===== config.mk =====
export PLATFORM = sky130hd
export DESIGN_NAME = rr_arbiter_n
export DESIGN_NICKNAME = d
export VERILOG_FILES = /design/src/rtl/rr_arbiter_n.sv
export SDC_FILE = /design/constraint.sdc
export NUM_CORES = 1
export LEC_CHECK = 0
export CAP_MARGIN = 5
export CELL_PAD_IN_SITES_DETAIL_PLACEMENT = 1
export CELL_PAD_IN_SITES_GLOBAL_PLACEMENT = 2
export CORE_MARGIN = 2
export CORE_UTILIZATION = 26
export DETAILED_ROUTE_END_ITERATION = 8
export GPL_TIMING_DRIVEN = 1
export PLACE_DENSITY_LB_ADDON = 0.1
export SYNTH_ARGS = -nofsm -noshare
export SYNTH_HDL_FRONTEND = slang
export SYNTH_SLANG_ARGS = --single-unit
export TNS_END_PERCENT = 20

===== constraint.sdc =====
create_clock -name clock -period 3.4 [get_ports clock]
set_clock_uncertainty 0.15 [all_clocks]
set_input_delay 0.68 -clock clock [delete_from_list [all_inputs] [get_ports clock]]
set_output_delay 0.68 -clock clock [all_outputs]
set_load 0.05 [all_outputs]

===== src/rtl/rr_arbiter_n.sv =====
// Round-robin arbiter with lock semantics: a grant is held until qRelease, then the search
// pointer advances past the last winner. Optional forced release under RR_ARB_TIMEOUT_EN.
module rr_arbiter_n #(
    parameter int unsigned N       = 4,
    parameter int unsigned IDX_W   = 2,
    parameter int unsigned TIMEOUT = 255
) (
    input  logic             clock,
    input  logic             nReset,
    input  logic             qArbitEnable,
    input  logic [N-1:0]     qvRequest,
    input  logic             qRelease,
    output logic [N-1:0]     qvGrant,
    output logic [IDX_W-1:0] qvGrantIndex,
    output logic             qGrantValid,
    output logic             qTimeout
);

    typedef enum logic [0:0] {StIdle, StHold} state_e;

    state_e           state_q, state_d;
    logic [N-1:0]     grant_q, grant_d;
    logic [IDX_W-1:0] index_q, index_d;
    logic [IDX_W-1:0] ptr_q, ptr_d;
    logic             timeout_q, timeout_d;
    logic             force_rel;
    logic             pick_found;
    logic [IDX_W-1:0] pick_idx;
    logic [IDX_W-1:0] cand_idx;
    int unsigned      cand;

    // First set request at or above ptr_q, wrapping modulo N.
    always_comb begin
        pick_found = 1'b0;
        pick_idx   = '0;
        cand       = 0;
        cand_idx   = '0;
        for (int unsigned i = 0; i < N; i++) begin
            cand = 32'(ptr_q) + i;
            if (cand >= N) begin
                cand = cand - N;
            end
            cand_idx = IDX_W'(cand);
            if (!pick_found && qvRequest[cand_idx]) begin
                pick_found = 1'b1;
                pick_idx   = cand_idx;
            end
        end
    end

`ifdef RR_ARB_TIMEOUT_EN
    logic [15:0] cnt_q, cnt_d;

    always_comb begin
        cnt_d = '0;
        if (state_q == StHold) begin
            cnt_d = cnt_q + 16'd1;
        end
    end

    // cnt_q counts completed HOLD cycles; the grant has been high TIMEOUT cycles at this edge.
    assign force_rel = (state_q == StHold) && (cnt_q == 16'(TIMEOUT - 1));

    always_ff @(posedge clock) begin
        if (!nReset) begin
            cnt_q <= '0;
        end else begin
            cnt_q <= cnt_d;
        end
    end
`else
    // TIMEOUT is only consumed by the timeout build; legal values never make this true.
    assign force_rel = (TIMEOUT == 0);
`endif

    always_comb begin
        state_d   = state_q;
        grant_d   = grant_q;
        index_d   = index_q;
        ptr_d     = ptr_q;
        timeout_d = 1'b0;
        unique case (state_q)
            StIdle: begin
                if (qArbitEnable && pick_found) begin
                    grant_d           = '0;
                    grant_d[pick_idx] = 1'b1;
                    index_d           = pick_idx;
                    state_d           = StHold;
                end
            end
            StHold: begin
                if (qRelease || force_rel) begin
                    grant_d   = '0;
                    state_d   = StIdle;
                    ptr_d     = (index_q == IDX_W'(N - 1)) ? '0 : index_q + 1'b1;
                    timeout_d = !qRelease && force_rel;
                end
            end
            default: begin
                state_d = StIdle;
                grant_d = '0;
            end
        endcase
    end

    always_ff @(posedge clock) begin
        if (!nReset) begin
            state_q   <= StIdle;
            grant_q   <= '0;
            index_q   <= '0;
            ptr_q     <= '0;
            timeout_q <= 1'b0;
        end else begin
            state_q   <= state_d;
            grant_q   <= grant_d;
            index_q   <= index_d;
            ptr_q     <= ptr_d;
            timeout_q <= timeout_d;
        end
    end

    assign qvGrant      = grant_q;
    assign qvGrantIndex = index_q;
    assign qGrantValid  = |grant_q;
    assign qTimeout     = timeout_q;

endmodule

Word-level counts from Yosys, hierarchy flattened
Cells that the tools add are included.

storage, ports and cells
  register bits = 9
  output and inout bits = 8

cells by class
  add/sub/neg operators = 8
  magnitude comparators = 10
  eq/ne operators = 3
  mux-type cells = 29
  bitwise operators = 1
  reductions and logical operators = 12

operators with widths
  operator             number
  $mux 2               9
  $lt 2x3->1 const B   5
  $mux 1               11
  $ge 3x3->1 const B   3
  $bmux 1 s2           4
  $mux 4               2
  $pmux 4 s2           1
  $sub 2x1->2 const B  4
  $add 2x2->3 const B  2
  $reduce_and 2->1     3
  $logic_and 1x1->1    5
  $ne 2x2->1 const B   2
  $reduce_or 4->1      1
  $add 2x1->3 const B  1
  $ge 2x3->1 const B   1
  $logic_not 1->1      3
  $add 2x1->2 const B  1
  $demux 1 s2          1
  $eq 2x2->1 const B   1
  $ge 2x1->1 const B   1
  $pmux 1 s2           1
  $not 1->1            1

Depth between registers and ports, before layout
Gate-level depths: netlist of the first run.

  word-level depth = 20
  mapped depth = 4
  mapped depth without buffers = 4

Worst setup path before layout of the first run
Ideal clock, no wire load.

  path kind = register to output
  from = register grant_q[0] (netlist: qvGrant[0])
  to = output port qGrantValid
  arrival = 1,296 ps
  slack = 1,274 ps
  stages on the path, launching flop included = 2
  cells stage by stage = dfxtp_1 or4_1

between the ends
  longest elaborated chain between the ends = 1

ends and longest elaborated chain
  element                   line  RTL
  start: declaration        22    logic [N-1:0] grant_q, grant_d;
  start signal: assignment  115   grant_q <= grant_d;
  $reduce_or 4->1           124   assign qGrantValid = |grant_q;
  end: declaration          15    output logic qGrantValid,

Every way passes these cells.

Worst setup path after layout of the first run
Same ends and word-level chain as after synthesis.

==> impl_metrics.sql, run 1 <==
INSERT INTO impl_metrics (metric_group, metric, value, unit) VALUES
('synthesis', 'ys_types', '29', ''),
('clock_tree', 'insertion_delay', '0.27', 'ns'),
('critical_path', 'path_cells', 'or4_1, clkdlybuf4s50_1', ''),
('timing', 'setup_viol', '0', ''),
('clock_tree', 'cts.repair.resized', '0', ''),
('drt', 'initial_drt_markers', '5', ''),
('synthesis', 'netlist_area', '490.5', 'sq um'),
('critical_path', 'worst-r2r-cell-count', '3', ''),
('drt', 'drtAntennaViolNets', '0', ''),
('place', 'numPortBuffers', '14', ''),
('cells_and_area', 'fin_nets', '82', ''),
('drt', 'wl_per_cell', '13.27', 'um'),
('critical_path', 'rr_endpoint', 'qvGrantIndex[0]', ''),
('cells_and_area', 'layout.cells.most_common_list', '14 x sky130_fd_sc_hd__clkdlybuf4s50_1, 9 x sky130_fd_sc_hd__dfxtp_1, 5 x sky130_fd_sc_hd__nand2_1, 5 x sky130_fd_sc_hd__nand3_1, 4 x sky130_fd_sc_hd__o32ai_1', ''),
('critical_path', 'endpoint_kind', 'output port', ''),
('synthesis', 'synth_warnings', '0', ''),
('die', 'floorplan.initialDensity', '28.10', '%'),
('critical_path', 'timing.critical_path.buf_inv', '1', ''),
('global_route', 'grt_pass1_vias', '467', ''),
('critical_path', 'start_kind', 'flip-flop', ''),
('die', 'floorplan.die_area', '2250', 'sq um'),
('timing', 'fmax', '377.9', 'MHz'),
('hold_path', 'worstHoldPathCells', '2', ''),
('hold_path', 'holdPathEnd', 'qvGrantIndex[0]', ''),
('timing', 'fin_crit_sh', '77.83', '%'),
('drt', 'finalWirelength', '1.287', 'mm'),
('synthesis', 'yosysSeqAreaShare', '36.73', '%'),
('synthesis', 'synth_fp_nets', '65', ''),
('timing', 'timing.slew.headroom', '65.93', '%'),
('timing', 'totalNegativeSetupSlack', '0', 'ns'),
('power', 'leakagePower', '0.2436', 'nW'),
('drt', 'via_total_after_detailed_routing', '467', ''),
('critical_path', 'crit_slowest_cell', 'sky130_fd_sc_hd__clkdlybuf4s50_1', ''),
('timing', 'worst_pin_slew', '0.5095', 'ns'),
('clock_tree', 'cts_tree', 'built', ''),
('timing', 'hold_viol', '0', ''),
('timing', 'final.min_clock_period', '2.646', 'ns'),
('critical_path', 'required', '2.57', 'ns'),
('cells_and_area', 'flow.area_growth_from_synthesis', '38.01', '%'),
('drt', 'first_pass_iters', '4', ''),
('global_route', 'global_route.overflow_total', '0', ''),
('critical_path', 'worst-r2r-setup-slack', '1.80', 'ns'),
('clock_tree', 'cts_sinks', '9', ''),
('critical_path', 'cpLargestDelayFamily', 'buffers and inverters', ''),
('die', 'floorplan.io_pins', '16', ''),
('drt', 'met2_wl', '495', 'um'),
('drt', 'wirelength_met1', '690', 'um'),
('synthesis', 'ys_ff_latch', '9', ''),
('clock_tree', 'cell_at_the_root_of_the_clock_tree', 'sky130_fd_sc_hd__clkbuf_4', ''),
('status', 'outcome', 'completed', ''),
('hold_path', 'worstHoldStart', 'qvGrantIndex[0]', ''),
('critical_path', 'worstPathArrival', '1.82', 'ns'),
('hold_path', 'worstHoldPathType', 'flip-flop to flip-flop', ''),
('timing', 'timing_max_transition_violations_final', '0', ''),
('die', 'die_h', '47.43', 'um'),
('cells_and_area', 'layout.core_utilization', '38.78', '%'),
('critical_path', 'timing.rr.start', 'state_q', ''),
('global_route', 'maximum_number_of_pins_on_one_net_before_global_route_repair', '11', ''),
('cells_and_area', 'diodes', '0', ''),
('global_route', 'track_usage', '14.40', '%'),
('global_route', 'first_pass_grt_wire_length', '2.173', 'mm'),
('place', 'hpwl_reported_at_the_end_of_detailed_placement', '965.4', 'um'),
('clock_tree', 'max_h_tree_level', '1', ''),
('run', 'drv_cap', '0', ''),
('clock_tree', 'post-cts-setup-buffers', '0', ''),
('synthesis', 'syn_inst', '56', ''),
('clock_tree', 'numCtsBuffers', '3', ''),
('drt', 'drcViolationCount', '0', ''),
('cells_and_area', 'post_route_cells_drive_above_1_share', '8.333', '%'),
('synthesis', 'synth_area_per_cell', '8.758', 'sq um'),
('die', 'core_region_area', '1745', 'sq um');
-- registers in the layout, indices dropped and copies added (netlist names) --
signal,flops
ptr_q,2
qvGrantIndex,2
qvGrant,4
state_q,1
-- worst register-to-register path, cell delays in order (launching register included) --
cell and delay (ns):
sky130_fd_sc_hd__dfxtp_1 0.36, sky130_fd_sc_hd__or3b_4 0.43, sky130_fd_sc_hd__or4b_1 0.47, sky130_fd_sc_hd__a21boi_1 0.13
-- kinds of logic (layout without fill, tap and decap cells) --
logic type               Yosys count  count (layout)  synth area share, %
AO/OA/AOI/OAI                     18              18                27.55
adder cells (fa/ha/maj)            1               1                2.551
buffers and inverters              3              19                3.060
flip-flops                         9               9                36.73
other                              1               1               0.7646
AND/OR/NAND/NOR                   24              24                29.34
-- layout make-up --
cell class,instances,area [sq um]
fillers,210,1069
flip-flops and latches,9,180.2
repair buffers,14,140.1
multi-input cells,44,295.3
clock buffers,4,26.28
inverters,1,3.754
well taps,25,31.28
-- cells in the mapped netlist --
| cell type | count | area [sq um] |
|---|---|---|
| sky130_fd_sc_hd__a211o_1 | 1 | 8.760 |
| sky130_fd_sc_hd__a21boi_1 | 1 | 7.510 |
| sky130_fd_sc_hd__buf_4 | 1 | 7.510 |
| sky130_fd_sc_hd__a21boi_0 | 3 | 22.52 |
| sky130_fd_sc_hd__nor2b_1 | 3 | 18.77 |
| sky130_fd_sc_hd__nor3b_2 | 1 | 12.51 |
| sky130_fd_sc_hd__o31a_2 | 1 | 10.01 |
| sky130_fd_sc_hd__nor3_1 | 1 | 5.000 |
| sky130_fd_sc_hd__nand3_1 | 5 | 25.02 |
| sky130_fd_sc_hd__inv_1 | 1 | 3.750 |
| sky130_fd_sc_hd__clkbuf_1 | 1 | 3.750 |
| sky130_fd_sc_hd__o311ai_0 | 1 | 8.760 |
| sky130_fd_sc_hd__or4b_1 | 1 | 10.01 |
| sky130_fd_sc_hd__nand2_1 | 5 | 18.77 |
| sky130_fd_sc_hd__conb_1 | 1 | 3.750 |
| sky130_fd_sc_hd__or2_1 | 1 | 6.260 |
| sky130_fd_sc_hd__dfxtp_1 | 9 | 180.2 |
| sky130_fd_sc_hd__nor2_1 | 1 | 3.750 |
| sky130_fd_sc_hd__a21oi_1 | 3 | 15.01 |
| sky130_fd_sc_hd__or3b_4 | 1 | 11.26 |
| sky130_fd_sc_hd__nand2b_1 | 3 | 18.77 |
| sky130_fd_sc_hd__or4_1 | 1 | 7.510 |
| sky130_fd_sc_hd__nor4_1 | 1 | 6.260 |
| sky130_fd_sc_hd__o21ai_0 | 1 | 5.000 |
| sky130_fd_sc_hd__o31ai_1 | 1 | 7.510 |
| sky130_fd_sc_hd__o32ai_1 | 4 | 35.03 |
| sky130_fd_sc_hd__a21o_1 | 1 | 7.510 |
| sky130_fd_sc_hd__ha_1 | 1 | 12.51 |
| sky130_fd_sc_hd__a211oi_1 | 1 | 7.510 |
-- per-stage QoR --
stage          instance area, sq um  setup slack, ns  instances  total power, mW
2_1_floorplan                 490.5            1.274         56           0.1656
3_3_place_gp                  650.6           0.8367         93           0.1923
3_5_place_dp                  650.6           0.8106         93           0.1914
4_1_cts                       676.9           0.7413         97           0.2806
5_1_grt                       676.9           0.6989         97           0.2897
6_report                      676.9           0.7536         97           0.2767
-- metal layers --
| layer | up-vias | GRT usage (%) |
|---|---|---|
| met5 | - | 0 |
| met2 | 15 | 18.65 |
| met1 | 207 | 20.59 |
| met3 | 3 | 4.528 |
| li1 | 242 | - |
| met4 | 0 | 8.333 |
-- worst max-delay path by stage --
stage | from | endpoint | slack (ns) | depth (start not counted)
floorplan | qvGrant[0] | qGrantValid | 1.27 | 1
global placement | qvRequest[3] | qvGrantIndex[0] | 0.84 | 5
detailed placement | qvRequest[3] | qvGrantIndex[0] | 0.81 | 5
CTS | qvGrant[0] | qGrantValid | 0.74 | 2
global route | qvGrant[0] | qGrantValid | 0.70 | 2
finish | qvGrant[0] | qGrantValid | 0.75 | 2
-- power by group --
part,internal (mW),switching (mW)
sequential,0.111,0.00526
combinational,0.0296,0.0436
clock,0.0454,0.0420
Note: power is estimated with default switching activity, not from simulation.
==> run 2, diff against run 1 <==
Settings changed: CORE_UTILIZATION 26 to 24.
Clock period 3.4 ns to 2.6 ns, I/O delays scaled along.
==> run 2 against run 1 <==
Hold slack lost 0.0082 ns. Sequential share of layout area down 0.39 points. Die area rose by 7.6%. Sequential power grew 31%. Global-route usage fell by 1.9 points. Total power rose by 29%. Combinational power increased by 32%. Routed wire length is 2.5% higher. Design area grew 1.5%. Setup slack lost 0.64 ns. Via count up 7.7%. Largest power group unchanged.
==> impl_metrics.sql, run 2 (synthesis gave the netlist of run 1 again) <==
INSERT INTO impl_metrics (metric_group, metric, value, unit) VALUES
('status', 'outcome', 'completed', ''),
('timing', 'timing_max_transition_violations_final', '0', ''),
('critical_path', 'worst-path-max-fanout', '3', ''),
('critical_path', 'cpLargestDelayFamily', 'buffers and inverters', ''),
('critical_path', 'worst-setup-path-type', 'flip-flop to output port', ''),
('critical_path', 'setup.worst_path.end', 'qGrantValid', ''),
('place', 'pre_cts_slack', '0.2017', 'ns'),
('timing', 'fin_crit_sh', '95.77', '%'),
('cells_and_area', 'final_common_cell', 'sky130_fd_sc_hd__clkdlybuf4s50_1', ''),
('clock_tree', 'cts.repair.resized', '0', ''),
('drt', 'drcViolationCount', '0', ''),
('hold_path', 'worstHoldPathCells', '2', ''),
('critical_path', 'timing.rr.start', 'state_q', ''),
('place', 'place_inst', '96', ''),
('clock_tree', 'numCtsBuffers', '3', ''),
('place', 'hpwl_reported_at_the_end_of_detailed_placement', '1.028', 'mm'),
('hold_path', 'worstHoldPathType', 'flip-flop to flip-flop', ''),
('clock_tree', 'post_cts_hold_buffer_count', '0', ''),
('drt', 'first_pass_iters', '4', ''),
('global_route', 'antenna_found_initial', '0', ''),
('drt', 'wl_per_cell', '13.19', 'um'),
('power', 'leakagePower', '0.2484', 'nW'),
('cells_and_area', 'number_of_non_filler_instances_in_the_completed_layout', '100', ''),
('cells_and_area', 'fin_nets', '83', ''),
('clock_tree', 'cts_tree', 'built', ''),
('critical_path', 'path_cells', 'or4_1, clkdlybuf4s50_1', ''),
('cells_and_area', 'flow.area_growth_from_synthesis', '40.05', '%'),
('drt', 'finalWirelength', '1.319', 'mm'),
('die', 'floorplan.initialDensity', '25.26', '%'),
('clock_tree', 'cell_at_the_root_of_the_clock_tree', 'sky130_fd_sc_hd__clkbuf_4', ''),
('timing', 'unrepaired_setup_endpoints_after_global_routing', 'false', ''),
('critical_path', 'timing.critical_path.buf_inv', '1', ''),
('timing', 'timing.slew.headroom', '66.71', '%'),
('global_route', 'first_pass_grt_wire_length', '2.283', 'mm'),
('place', 'gp_routability_congestion', '0.7138', ''),
('cells_and_area', 'area.sequential', '180.2', 'sq um'),
('die', 'die_w', '49.21', 'um'),
('die', 'floorplan.die_area', '2421', 'sq um'),
('clock_tree', 'cts_sinks', '9', ''),
('critical_path', 'worst_setup_path_startpoint', 'qvGrant[0]', ''),
('cells_and_area', 'largest_register_ffs', '4', ''),
('critical_path', 'worst_path_largest_cell_delay', '0.71', 'ns'),
('critical_path', 'endpoint_kind', 'output port', ''),
('cells_and_area', 'layout.core_utilization', '35.37', '%'),
('clock_tree', 'cts_buffer_depth', '2', ''),
('critical_path', 'worst-r2r-cell-count', '3', ''),
('cells_and_area', 'number_of_fillers_in_the_final_layout', '239', ''),
('place', 'numPortBuffers', '14', ''),
('timing', 'hold_viol', '0', ''),
('drt', 'drtAntennaViolNets', '0', ''),
('cells_and_area', 'post_route_cells_drive_above_1_share', '9.589', '%'),
('power', 'finalPower', '357.1', 'uW'),
('drt', 'drt-vias-per-instance', '5.030', ''),
('cells_and_area', 'diodes', '0', ''),
('timing', 'worst_pin_slew', '0.4977', 'ns'),
('critical_path', 'crit_cells', '2', ''),
('power', 'pwr-share-clk', '30.2', '%'),
('clock_tree', 'post-cts-setup-buffers', '0', ''),
('global_route', 'track_usage', '12.54', '%'),
('timing', 'totalNegativeSetupSlack', '0', 'ns'),
('critical_path', 'start_kind', 'flip-flop', ''),
('global_route', 'global_route.overflow_total', '0', ''),
('cells_and_area', 'multi_input_area', '295.3', 'sq um'),
('power', 'internal-power', '243.8', 'uW'),
('clock_tree', 'cts.clk_slew.worst_paths', '0.06', 'ns'),
('timing', 'setup_slack', '0.1101', 'ns'),
('power', 'ir_drop', '0.0002137', 'V'),
('power', 'p_comb_share', '27.2', '%'),
('clock_tree', 'insertion_delay', '0.26', 'ns'),
('power', 'sequentialPowerShare', '42.6', '%'),
('critical_path', 'worst-r2r-setup-slack', '0.98', 'ns'),
('drt', 'initial_drt_markers', '10', ''),
('critical_path', 'crit_slowest_cell', 'sky130_fd_sc_hd__clkdlybuf4s50_1', ''),
('die', 'num_rows', '16', ''),
('critical_path', 'worstPathArrival', '1.82', 'ns'),
('timing', 'final.min_clock_period', '2.490', 'ns'),
('drt', 'via_total_after_detailed_routing', '503', ''),
('global_route', 'grt_pass1_vias', '491', ''),
('critical_path', 'rr_endpoint', 'qvGrantIndex[0]', ''),
('die', 'core_region_area', '1942', 'sq um'),
('power', 'power.density_cell_area', '519.9', 'nW/um^2'),
('timing', 'setup_viol', '0', ''),
('critical_path', 'required', '1.93', 'ns'),
('global_route', 'maximum_number_of_pins_on_one_net_before_global_route_repair', '11', ''),
('die', 'die_h', '49.21', 'um'),
('die', 'floorplan.io_pins', '16', ''),
('timing', 'fmax', '401.6', 'MHz'),
('run', 'drv_cap', '0', ''),
('power', 'power.share.switching', '31.72', '%'),
('clock_tree', 'max_h_tree_level', '1', ''),
('power', 'power.net_switching', '113.3', 'uW'),
('cells_and_area', 'layout.cells.most_common_list', '14 x sky130_fd_sc_hd__clkdlybuf4s50_1, 9 x sky130_fd_sc_hd__dfxtp_1, 5 x sky130_fd_sc_hd__nand2_1, 5 x sky130_fd_sc_hd__nand3_1, 4 x sky130_fd_sc_hd__o32ai_1', '');
[run 2: cell count changes in the layout (fill, tap and decap cells not counted), sizes merged]
cell	change
buf	+1
[run 2: worst register-to-register path, cell delays in order, from the launching register on]
cell                       delay, ns
sky130_fd_sc_hd__dfxtp_1        0.36
sky130_fd_sc_hd__or3b_4         0.43
sky130_fd_sc_hd__or4b_1         0.47
sky130_fd_sc_hd__a21boi_1       0.14
[run 2: final cells by class]
class | instances | area share [%]
Multi-Input combinational cell | 44 | 42.99
Sequential cell | 9 | 26.23
Timing Repair Buffer | 15 | 21.49
Tap cell | 27 | 4.918
Clock buffer | 4 | 3.825
Inverter | 1 | 0.5464
[run 2: worst min path at each step]
stage / start / to / slack [ns]
3_5_place_dp: qvGrantIndex[1] / qvGrantIndex[1] / 0.34
6_report: qvGrantIndex[1] / qvGrantIndex[1] / 0.35
2_1_floorplan: ptr_q[0] / ptr_q[0] / 0.34
5_1_grt: qvGrantIndex[1] / qvGrantIndex[1] / 0.39
4_1_cts: qvGrantIndex[1] / qvGrantIndex[1] / 0.36
3_3_place_gp: qvGrant[1] / qvGrant[1] / 0.35
[run 2: layer usage]
metal  GRT usage (%)  share of wire [%]  routed length (um)
met5               0                  0                   0
met4           10.00                3.6                  47
met3           3.988                5.2                  68
met2           17.12                 44                 583
met1           15.95                 47                 620
[run 2: power groups by stage]
| stage | logic, mW | clock network [mW] | registers [mW] |
|---|---|---|---|
| 2_1_floorplan | 0.0477 | 0 | 0.169 |
| 3_3_place_gp | 0.0982 | 0 | 0.155 |
| 3_5_place_dp | 0.0971 | 0 | 0.155 |
| 4_1_cts | 0.0977 | 0.113 | 0.152 |
| 5_1_grt | 0.105 | 0.121 | 0.153 |
| 6_report | 0.0970 | 0.108 | 0.152 |
[run 2: through the flow]
| step | hold WS (ns) | cell area, sq um |
|---|---|---|
| 2_1_floorplan | 0.3441 | 490.5 |
| 3_3_place_gp | 0.3500 | 660.6 |
| 3_5_place_dp | 0.3414 | 660.6 |
| 4_1_cts | 0.3561 | 686.9 |
| 5_1_grt | 0.3864 | 686.9 |
| 6_report | 0.3527 | 686.9 |
==> RTL change, RTL diff (config.mk and constraints of run 2) <==
The option `RR_ARB_TIMEOUT_EN` is turned on by a define.
--- a/src/rtl/rr_arbiter_n.sv
+++ b/src/rtl/rr_arbiter_n.sv
@@ -1,5 +1,7 @@
 // Round-robin arbiter with lock semantics: a grant is held until qRelease, then the search
 // pointer advances past the last winner. Optional forced release under RR_ARB_TIMEOUT_EN.
+`define RR_ARB_TIMEOUT_EN
+
 module rr_arbiter_n #(
     parameter int unsigned N       = 4,
     parameter int unsigned IDX_W   = 2,
Function: no difference found for any inputs over 10 cycles, from zero or initial values and one cycle with nReset low; that may be too few to reach the edited logic, so the function may still have changed.
==> RTL change against run 2 <==
Final cell count grew 130%; via count grew 120%; power grew 120%; count of clock-buffer cells in the layout is the same; routed wire length grew 140%; design area grew 120%; worst hold slack lost 0.022 ns; utilization shrank 5.0 points; synthesized area grew to 2.5 times the old value; setup slack lost 0.017 ns; sequential cell count grew 17; synthesized cell count grew to 2.5 times the old value; critical path type unchanged; largest power group unchanged.
==> RTL change: results (changes against run 2) <==
| Metric | Value |
|---|---|
| Worst Max-Slew Pin Slew | `0.6608 ns (+0.1631 ns)` |
| Fillers | `588 (+150%)` |
| Register area share after synthesis | `42.28% (+5.5 points)` |
| Internal Power | `0.0005810 W (+140%)` |
| Routed WL | `3.150 mm (+140%)` |
| Most numerous cell in the Yosys netlist | `dfxtp_1` |
| Placer congestion estimate | `0.7314 (+2.5%)` |
| R2R cell count | `4 (+1)` |
| Top cells by count, synth | `26 x dfxtp_1, 20 x nor2_1, 12 x nand3_1, 9 x nand2_1, 9 x xnor2_1` |
| Post-CTS Setup Repair Bufs | `0 (unchanged)` |
| First-pass GRT wire length | `5.216 mm (+130%)` |
| Largest reg by FF count | `cnt_q` |
| Critical Path Fanout Max | `3 (unchanged)` |
| Unique masters post-synth | `35 (+21%)` |
| CTS buffer count | `3 (unchanged)` |
| Outcome | `completed` |
| VDD IR max | `0.1707 mV (-20%)` |
| Share of cells above drive strength 1 | `7.547% (-2.0 points)` |
| FFs w/ async S/R, synth | `0% (unchanged)` |
| Max FFs per register | `16 (+12)` |
| Synth warn | `0 (unchanged)` |
| Leak pwr | `0.5104 nW (+110%)` |
| Initial DRC Count | `27 (+17)` |
| Worst-skew pair later-pin latency | `0.27 ns` |
| IO buf count | `15 (+1)` |
| Via/cell ratio | `4.786 (-4.9%)` |
| CTS root buf | `clkbuf_8` |
| Worst EP arrival | `1.84 ns (+0.02 ns)` |
| CTS Buffer Depth | `2 (unchanged)` |
| Layout net count | `171 (+110%)` |
| Post-DP HPWL | `2.416 mm (+140%)` |
| Htree depth | `1 (unchanged)` |
| Clk slew on worst S/H paths | `0.09 ns (+0.03 ns)` |
| Top post-synthesis cells by area | `dfxtp_1 42%, xnor2_1 6.4%, nor2_1 6.1%, nand3_1 4.9%, ha_1 3.0%` |
| Hold Path Class | `register to register` |
| Cts repair resizes | `0 (unchanged)` |
| Pre-antenna DRT Iters | `4 (unchanged)` |
| Pin count of the biggest net entering global routing | `15 (+4)` |
| Diode count | `0 (unchanged)` |
| Initial antenna violation count | `0 (unchanged)` |
| CTS tree | `done` |
| Hold path depth | `1 (-1)` |
| DP Area | `1478 um2 (+120%)` |
| Top FF cell, synth | `dfxtp_1` |
| Vias in the first global route | `1071 (+120%)` |
| GRT Total Usage | `12.26% (-0.28 points)` |
| Syn nets | `151 (+130%)` |
-- RTL change: logic make-up after synthesis --
group / Yosys count / synth area share [%]
simple gates: 65 / 26.73
flops: 26 / 42.28
compound gates: 23 / 14.94
xor+xnor: 11 / 7.826
buf+inv: 10 / 3.557
fa+ha+maj: 3 / 3.049
mux: 2 / 1.626
-- RTL change: layout make-up --
cell class	instances	area, um2	share of cell area [%]
clock buffer	4	55.05	3.592
inverter	6	22.52	1.469
multi-input combinational	104	666.9	43.51
sequential	26	520.5	33.96
tap	70	87.58	5.714
timing repair buffer	19	180.2	11.76
-- RTL change: per-stage QoR --
stage,std cells,total power [W],setup slack (ns)
after floorplan,140,0.0004857,0.6339
after global placement,225,0.0005267,0.2638
after detailed placement,225,0.0005271,0.2046
after CTS,229,0.0008062,0.07136
after global routing,229,0.0008360,0.01081
final,229,0.0007879,0.09291
-- RTL change: routing by layer --
| metal | track usage, % | wire length (um) | up-vias |
|---|---|---|---|
| met3 | 3.175 | 95 | 2 |
| met1 | 14.96 | 1510 | 530 |
| met5 | 0 | 0 | - |
| li1 | - | - | 550 |
| met2 | 21.26 | 1526 | 14 |
| met4 | 3.509 | 18 | 0 |
-- RTL change: worst paths after layout --
check,start,endpoint,slack (ns)
worst min register to register,cnt_q[0],cnt_q[0],0.33
worst max-delay path,qvGrant[0],qGrantValid,0.09
worst max register to register,cnt_q[12],ptr_q[0],0.46
worst min-delay path,cnt_q[0],cnt_q[0],0.33
-- RTL change: power by group through the flow --
| stage | Clock, W | Combinational, W | Sequential, W |
|---|---|---|---|
| 2_1_floorplan | 0 | 0.0000496 | 0.000436 |
| 3_3_place_gp | 0 | 0.000101 | 0.000426 |
| 3_5_place_dp | 0 | 0.000101 | 0.000426 |
| 4_1_cts | 0.000288 | 0.000102 | 0.000416 |
| 5_1_grt | 0.000309 | 0.000110 | 0.000418 |
| 6_report | 0.000272 | 0.000100 | 0.000416 |
-- RTL change: critical path, stage by stage (launching register included) --
cell,delay (ns)
dfxtp_1,0.33
or4_1,0.52
clkdlybuf4s50_1,0.71
